<file path="config.mk">
export PLATFORM = sky130hd
export DESIGN_NAME = vram_arbiter
export DESIGN_NICKNAME = d
export VERILOG_FILES = /design/src/rtl/vga_pkg.sv /design/src/rtl/vram_clear_seq.sv /design/src/rtl/vram_arbiter.sv
export SDC_FILE = /design/constraint.sdc
export NUM_CORES = 1
export LEC_CHECK = 0
export ABC_AREA = 1
export CORE_MARGIN = 4
export CORE_UTILIZATION = 43
export CTS_CLUSTER_DIAMETER = 40
export DETAILED_ROUTE_END_ITERATION = 8
export PLACE_DENSITY = 0.83
export SETUP_SLACK_MARGIN = 0.2
export SYNTH_ARGS = -nofsm -noshare
export SYNTH_HDL_FRONTEND = slang
export SYNTH_HIERARCHICAL = 1
export SYNTH_SLANG_ARGS = --single-unit
</file>
<file path="constraint.sdc">
create_clock -name clk -period 1.8 [get_ports clk]
set_input_delay 0.18 -clock clk [delete_from_list [all_inputs] [get_ports clk]]
set_output_delay 0.18 -clock clk [all_outputs]
set_load 0.02 [all_outputs]
</file>
<file path="src/rtl/vga_pkg.sv">
// Shared text-mode VRAM constants, clear FSM states and read-return tags.
// Pure declarations: no latency or backpressure of its own.
package vga_pkg;
    localparam int TEXT_COLS   = 80;
    localparam int TEXT_ROWS   = 30;
    localparam int VRAM_ADDR_W = 12;
    localparam int VRAM_DATA_W = 8;
    localparam int VRAM_CELLS  = TEXT_COLS * TEXT_ROWS;

    typedef enum logic {
        IDLE  = 1'b0,
        CLEAR = 1'b1
    } clr_state_t;

    typedef enum logic [1:0] {
        SRC_NONE = 2'd0,
        SRC_VID  = 2'd1,
        SRC_HOST = 2'd2
    } rd_src_t;
endpackage

</file>
<file path="src/rtl/vram_clear_seq.sv">
// Clear-screen sequencer: writes the fill byte to every cell, one per unstalled cycle.
// Busy from the cycle after start; stall_i holds the pointer; done pulses after the last write.
module vram_clear_seq
    import vga_pkg::*;
#(
    parameter int ADDR_W = VRAM_ADDR_W,
    parameter int DATA_W = VRAM_DATA_W,
    parameter int CELLS  = VRAM_CELLS
) (
    input  logic              clk,
    input  logic              rst_n,
    input  logic              start_i,
    input  logic [DATA_W-1:0] fill_i,
    input  logic              stall_i,
    output logic              wr_vld_o,
    output logic [ADDR_W-1:0] wr_addr_o,
    output logic [DATA_W-1:0] wr_dat_o,
    output logic              busy_o,
    output logic              done_o
);
    localparam logic [ADDR_W-1:0] LAST = ADDR_W'(CELLS - 1);

    clr_state_t        state_q, state_d;
    logic [ADDR_W-1:0] ptr_q, ptr_d;
    logic [DATA_W-1:0] fill_q, fill_d;
    logic              done_q, done_d;

    always_ff @(posedge clk or negedge rst_n) begin
        if (!rst_n) begin
            state_q <= IDLE;
            ptr_q   <= '0;
            fill_q  <= '0;
            done_q  <= 1'b0;
        end else begin
            state_q <= state_d;
            ptr_q   <= ptr_d;
            fill_q  <= fill_d;
            done_q  <= done_d;
        end
    end

    always_comb begin
        state_d  = state_q;
        ptr_d    = ptr_q;
        fill_d   = fill_q;
        done_d   = 1'b0;
        wr_vld_o = (state_q == CLEAR) && !stall_i;
        case (state_q)
            IDLE: begin
                if (start_i) begin
                    state_d = CLEAR;
                    ptr_d   = '0;
                    fill_d  = fill_i;
                end
            end
            CLEAR: begin
                // A start pulse here is deliberately not looked at.
                if (wr_vld_o) begin
                    if (ptr_q == LAST) begin
                        state_d = IDLE;
                        done_d  = 1'b1;
                    end else begin
                        ptr_d = ptr_q + 1'b1;
                    end
                end
            end
        endcase
    end

    assign wr_addr_o = ptr_q;
    assign wr_dat_o  = fill_q;
    assign busy_o    = (state_q == CLEAR);
    assign done_o    = done_q;
endmodule

</file>
<file path="src/rtl/vram_arbiter.sv">
// Screen-RAM arbiter, fixed priority video > clear > host; reads return 1 cycle after issue.
// Host is back-pressured (host_ready=0) by video or an active clear. Option: VRAM_ARB_STATS_EN.
module vram_arbiter
    import vga_pkg::*;
#(
    parameter int COLS   = TEXT_COLS,
    parameter int ROWS   = TEXT_ROWS,
    parameter int ADDR_W = VRAM_ADDR_W,
    parameter int DATA_W = VRAM_DATA_W
) (
    input  logic              clk,
    input  logic              reset,
    input  logic              vid_req,
    input  logic [ADDR_W-1:0] vid_addr,
    output logic [DATA_W-1:0] vid_data,
    output logic              vid_valid,
    input  logic              host_valid,
    output logic              host_ready,
    input  logic              host_we,
    input  logic [ADDR_W-1:0] host_addr,
    input  logic [DATA_W-1:0] host_wdata,
    output logic [DATA_W-1:0] host_rdata,
    output logic              host_rvalid,
    input  logic              clr_start,
    input  logic [DATA_W-1:0] clr_fill,
    output logic              clr_busy,
    output logic              clr_done,
`ifdef VRAM_ARB_STATS_EN
    output logic [15:0]       host_stall_cnt,
`endif
    output logic              ram_we,
    output logic [ADDR_W-1:0] ram_addr,
    output logic [DATA_W-1:0] ram_din,
    input  logic [DATA_W-1:0] ram_dout
);
    localparam int CELLS = COLS * ROWS;

    logic              clr_wr_vld;
    logic [ADDR_W-1:0] clr_wr_addr;
    logic [DATA_W-1:0] clr_wr_dat;
    logic              host_fire, host_in_range;
    rd_src_t           tag_q, tag_d;
    logic              oor_q, oor_d;
    logic [DATA_W-1:0] vid_data_q, vid_data_d;
    logic [DATA_W-1:0] host_rdata_q, host_rdata_d;
    logic [DATA_W-1:0] host_ret;

    vram_clear_seq #(
        .ADDR_W (ADDR_W),
        .DATA_W (DATA_W),
        .CELLS  (CELLS)
    ) u_clear_seq (
        .clk       (clk),
        .rst_n     (reset),
        .start_i   (clr_start),
        .fill_i    (clr_fill),
        .stall_i   (vid_req),
        .wr_vld_o  (clr_wr_vld),
        .wr_addr_o (clr_wr_addr),
        .wr_dat_o  (clr_wr_dat),
        .busy_o    (clr_busy),
        .done_o    (clr_done)
    );

    assign host_ready    = !vid_req && !clr_busy && reset;
    assign host_fire     = host_valid && host_ready;
    assign host_in_range = (32'(host_addr) < CELLS);

    always_comb begin
        ram_we   = 1'b0;
        ram_addr = host_addr;
        ram_din  = host_wdata;
        tag_d    = SRC_NONE;
        oor_d    = 1'b0;
        if (vid_req) begin
            ram_addr = vid_addr;
            tag_d    = SRC_VID;
        end else if (clr_wr_vld) begin
            ram_we   = 1'b1;
            ram_addr = clr_wr_addr;
            ram_din  = clr_wr_dat;
        end else if (host_fire) begin
            ram_we = host_we && host_in_range;
            if (!host_we) begin
                tag_d = SRC_HOST;
                oor_d = !host_in_range;
            end
        end
        ram_we = ram_we && reset;
    end

    // Returned data is passed straight through on its valid cycle and held afterwards.
    assign host_ret     = oor_q ? '0 : ram_dout;
    assign vid_valid    = (tag_q == SRC_VID);
    assign host_rvalid  = (tag_q == SRC_HOST);
    assign vid_data_d   = vid_valid ? ram_dout : vid_data_q;
    assign host_rdata_d = host_rvalid ? host_ret : host_rdata_q;
    assign vid_data     = vid_data_d;
    assign host_rdata   = host_rdata_d;

    always_ff @(posedge clk or negedge reset) begin
        if (!reset) begin
            tag_q        <= SRC_NONE;
            oor_q        <= 1'b0;
            vid_data_q   <= '0;
            host_rdata_q <= '0;
        end else begin
            tag_q        <= tag_d;
            oor_q        <= oor_d;
            vid_data_q   <= vid_data_d;
            host_rdata_q <= host_rdata_d;
        end
    end

`ifdef VRAM_ARB_STATS_EN
    logic [15:0] stall_cnt_q, stall_cnt_d;

    always_comb begin
        stall_cnt_d = stall_cnt_q;
        if (clr_start && !clr_busy) begin
            stall_cnt_d = '0;
        end else if (host_valid && !host_ready && (stall_cnt_q != 16'hFFFF)) begin
            stall_cnt_d = stall_cnt_q + 16'd1;
        end
    end

    always_ff @(posedge clk or negedge reset) begin
        if (!reset) begin
            stall_cnt_q <= '0;
        end else begin
            stall_cnt_q <= stall_cnt_d;
        end
    end

    assign host_stall_cnt = stall_cnt_q;
`endif
endmodule

</file>
* Word level (Yosys, flattened, before mapping)
Cells that the tools add are included.
Storage, ports and cells: bits in writable memories 0, memories 0, flip-flop bits (word level) 41, output and inout port bits 42, bits of input ports 54, bits in latches 0, memory bits (read-only) 0, logic and storage cells 57
Cells by class: reduce and logical (&&, ||, !) cells 11, divide/modulo/power cells 0, multiply operators 0, $lt $le $gt $ge 1, bitwise logic cells 1, eq/ne operators 6, mux-type cells 29, shift operators 0, add/sub/neg operators 1
Operators by type and width (count):
- two-way mux 12 bit | 5
- two-way mux 8 bit | 5
- one-hot mux 12 bit (2 select lines) | 1
- two-way mux 1 bit | 13
- adder 12 x 1 -> 12 bit, second input constant | 1
- equality test 12 bit, second input constant | 1
- < comparator 12 bit, second input constant | 1
- two-way mux 2 bit | 4
- logical AND 1 bit | 6
- != test 2 bit, second input constant | 3
- logical NOT 1 bit | 3
- AND reduction 3 bit | 1
- equality test 2 x 1 -> 1 bit, second input constant | 1
- equality test 2 bit, second input constant | 1
- one-hot mux 1 bit (2 select lines) | 1
- AND reduction 2 bit | 1
- inverter 1 bit | 1

* Depth between registers and ports, before layout
depth after elaboration 8, gate-level depth with buffers 9, gate-level depth less buffers 9

* By module
The synthesis kept the hierarchy.
Modules (own cells, without submodules):
- vram_arbiter | area each 1178.6 µm², cells each 155, instances 1, seq. area each 475.5 µm²
- vram_clear_seq | area each 1161.1 µm², cells each 139, instances 1, seq. area each 550.5 µm²

* Worst setup path after synthesis
OpenSTA, ideal clock, no wires.
path type reg2out, start point register u_clear_seq.state_q (netlist: u_clear_seq/busy_o), end point output port ram_we, data required time 1.620 ns, path buffers 1, data arrival time 1.700 ns, stages on the path, launching flop included 6, setup slack -0.080 ns, cell sequence dfrtp_1 inv_1 nor2_1 inv_1 buf_2 a21oi_1
Between the ends: elaborated cells on any way between the ends 9, those cells by class mux: 3; reduce/logical: 6
RTL lines:
- start: declaration | RTL line vram_clear_seq.sv:23 | clr_state_t state_q, state_d;
- start signal: assignment | RTL line vram_clear_seq.sv:35 | state_q <= state_d;
- logical AND 1 bit | RTL line vram_clear_seq.sv:47 | wr_vld_o = (state_q == CLEAR) && !stall_i;
- named net clr_wr_vld | RTL line vram_arbiter.sv:38 | logic clr_wr_vld;
- two-way mux 1 bit | RTL line vram_arbiter.sv:78 | end else if (clr_wr_vld) begin
- two-way mux 1 bit | RTL line vram_arbiter.sv:75 | if (vid_req) begin
- logical AND 1 bit | RTL line vram_arbiter.sv:89 | ram_we = ram_we && reset;
- end: declaration | RTL line vram_arbiter.sv:31 | output logic ram_we,
The timed path passes the listed nets, and every way through them passes these cells.

* Final worst setup path
start point register u_clear_seq.state_q (netlist: u_clear_seq/busy_o), end point output port ram_addr[9]
Between the ends: cells in the longest elaborated chain, start to end 3
Ends and longest elaborated chain:
- logical AND 1 bit | RTL line vram_clear_seq.sv:47
- named net clr_wr_vld | RTL line vram_arbiter.sv:38
- two-way mux 12 bit | RTL line vram_arbiter.sv:78
- two-way mux 12 bit | RTL line vram_arbiter.sv:75
- end: declaration | RTL line vram_arbiter.sv:32 | output logic [ADDR_W-1:0] ram_addr,
The timed path passes the listed nets, and every way through them passes these cells.

==> metrics <==
Layout Skew ~0.013 ns; # setup viols final 0; vias in the first global route approximately 2500; area delta synth->final 68.6%; Routed Antenna Nets 0; die area 0.00669 sq mm; Max-slew headroom between 60% and 70%; max-cap check violation count 0; Final Cycle Share 96.1%; crit path cell chain inv_2 > nor2_4 > buf_6 > buf_12 > buf_6 > nand3_4 > nand3_2 > buf_6; Critical Path AT 1.55 ns; layout cells sized above 1 34.0%; utilization after layout 75.8%; Worst setup EP type primary output; Static Leak 1.86 nW; Vias 2868; # hold bufs at CTS 0; filler instances between 300 and 400; Skew-Pair Late Insertion Delay 0.29 ns; CTS tree built; first-pass GRT wire length 11.6 mm; final-report max-slew violation count 0; peak supply drop about 630 uV; Syn Nets around 350; Setup TNS 0 ns; Slowest cell on crit path dfrtp_1; crit start category flip-flop; H-tree Lvls 2; GPL Wtd Cong approximately 0.86; DRC viols 0; CTS clk-pin slew, worst paths 0.09 ns; layout net count 483; WL final 9.06 mm; cell count after synthesis between 200 and 300; Worst Hold Class in -> async; num ports 96; initial antenna violation count 0; Die Ht just over 80 um; largest net degree at the start of global routing 42; post-synthesis sequential area ratio between 40% and 50%; DR iter-0 viols 340; # rows 26; top achievable clock speed 0.578 GHz; clock buffer depth 2; post-place setup slack -0.387 ns; Ys Warns 6; Core Footprint 0.00520 sq mm; setup ws final 0.0710 ns; violated checks hold timing; endpoints failing hold 11; Total Power about 2.7 mW; root buf cell clkbuf_8; GRT Residual Overflow 0; critical path class reg -> out; mapped cell area 0.00234 sq mm; unrepaired setup endpoints after global routing yes; synth unique cells 26; Yosys top cell by area dfrtp_1; Port Buffers 95; vias per std cell 5.75; Least-Margin Pin Slew 0.542 ns; Clock Sinks 41; first-pass iteration count of the detailed router 5; post-layout min period 1.73 ns; Die X-Extent 81.8 um; Num CTS Buffers 5; Starting Density between 40 and 50%; All-Layer GR Usage 22.5%; WL/cell 18.2 um; Req. time, crit path 1.62 ns; Yosys top cell area share 43.9%; Area contributors post-synth dfrtp_1 (44%), nand2_1 (15%), nand3_1 (12%); register bit total from synthesis 41; Largest stage delay, worst path 0.41 ns; Most common cell on crit path buf_6; peak fanout along the critical path 6; power per cell area 694 mW/mm^2; FF-to-FF Start u_clear_seq/wr_addr_o[9]; Final HPWL DP between 5 and 6 mm; ant diodes 0; syn_area_per_cell 7.96 sq um; WHS -0.00856 ns; crit path from u_clear_seq/busy_o; status finished, violations left
## cell type report
cell class / count / area [sq um] / share of cell area [%]
flip-flops and latches: 41 / 1030 / 26.1
multi-input cells: 227 / 1370 / 34.7
clock buffers: 6 / 82.6 / 2.09
clock inverters: 2 / 37.5 / 0.952
inverters: 18 / 72.6 / 1.84
repair buffers: 135 / 1260 / 32.1
well taps: 70 / 87.6 / 2.22
## power breakdown
group | total [mW] | internal, mW | switching (mW)
Combinational | 0.849 | 0.418 | 0.431
Clock | 0.789 | 0.451 | 0.338
Sequential | 1.10 | 1.01 | 0.0866
## cells by family (layout without fill, tap and decap cells)
logic type / Yosys count / in the layout / share of synthesized area (%)
muxes: 16 / 16 / 8.98
xor gates and xnor gates: 3 / 3 / 1.12
adders and majority gates: 1 / 1 / 0.535
and+or+nand+nor: 189 / 191 / 36.3
buffers and inverters: 28 / 161 / 5.35
DFF: 41 / 41 / 43.9
AOI/OAI and AO/OA: 16 / 16 / 3.85
## worst max-delay path, delay by kind of cell (launching register included)
family / cells / cell delay [ns]
buffers and inverters: 5 / 0.63
DFF: 1 / 0.41
and+or+nand+nor: 3 / 0.21
## sequential cells by signal, summed over array words and instances, names as in the netlist
register,flops
u_clear_seq/wr_dat_o,8
tag_q,2
host_rdata_q,8
oor_q,1
u_clear_seq/busy_o,1
u_clear_seq/done_o,1
u_clear_seq/wr_addr_o,12
vid_data_q,8
## cell usage after synthesis
master / n
nand2_1: 91
nand3_1: 57
dfrtp_1: 41
nor2_1: 22
inv_1: 15
o21ai_0: 9
mux2_2: 8
mux2_4: 8
buf_2: 7
nor3_1: 4
a21oi_1: 3
inv_2: 3
nand2_2: 3
nand2_4: 3
nand4_1: 3
o211ai_1: 3
clkbuf_1: 2
nor2_2: 2
nor3b_1: 2
xor2_1: 2
buf_8: 1
ha_1: 1
nand3_2: 1
nor2_4: 1
o21bai_1: 1
xnor2_1: 1
## cells in the final DEF, fill, tap and decap left out, types with 2 or more instances in the layout
| master | instances |
|---|---|
| a21oi_1 | 2 |
| buf_12 | 3 |
| buf_2 | 16 |
| buf_4 | 35 |
| buf_6 | 22 |
| clkbuf_16 | 2 |
| clkbuf_8 | 6 |
| clkdlybuf4s50_1 | 52 |
| dfrtp_1 | 39 |
| dfrtp_2 | 2 |
| dlygate4sd2_1 | 5 |
| inv_1 | 14 |
| inv_2 | 2 |
| inv_4 | 2 |
| mux2_2 | 8 |
| mux2_4 | 8 |
| nand2_1 | 90 |
| nand2_2 | 3 |
| nand2_4 | 3 |
| nand2_8 | 2 |
| nand3_1 | 38 |
| nand3_2 | 18 |
| nand3_4 | 2 |
| nand4_1 | 3 |
| nor2_1 | 18 |
| nor2_2 | 5 |
| nor2_4 | 3 |
| nor3_1 | 3 |
| nor3b_1 | 2 |
| o211ai_1 | 3 |
| o21ai_1 | 8 |
| xor2_1 | 2 |
## per-stage QoR
step                      hold WS, ns  cells  instance area (sq um)
after floorplan                -0.116    294                   2350
after CTS                     0.00682    488                   3680
after detailed placement        0.319    468                   3510
final                        -0.00856    499                   3940
after global placement          0.319    468                   3510
after global routing           0.0332    499                   3940
## what timing repair did
item                       4_1_cts  5_1_grt
setup endpoints to repair       50       52
pin swaps                        9       12
setup buffers                   12        7
resized for setup              193       48
cloned                           0        4
## worst paths after layout
path	end	slack [ns]	cells after the start
setup / recovery	ram_addr[9]	0.07	8
hold / removal	tag_q[0]	-0.009	2
setup reg to reg	u_clear_seq/wr_addr_o[7]	0.15	8
hold reg to reg	vid_data_q[5]	0.48	2
max in group asynchronous	u_clear_seq/wr_addr_o[7]	1.42	2
min in group clk	tag_q[1]	0.30	5
## per-layer routing
metal	GRT usage (%)	part of all wire, %
met1	26.8	34
met2	40.5	50
met3	4.93	10
met4	6.48	4.9
met5	0	0
(Power assumes the default switching activity.)
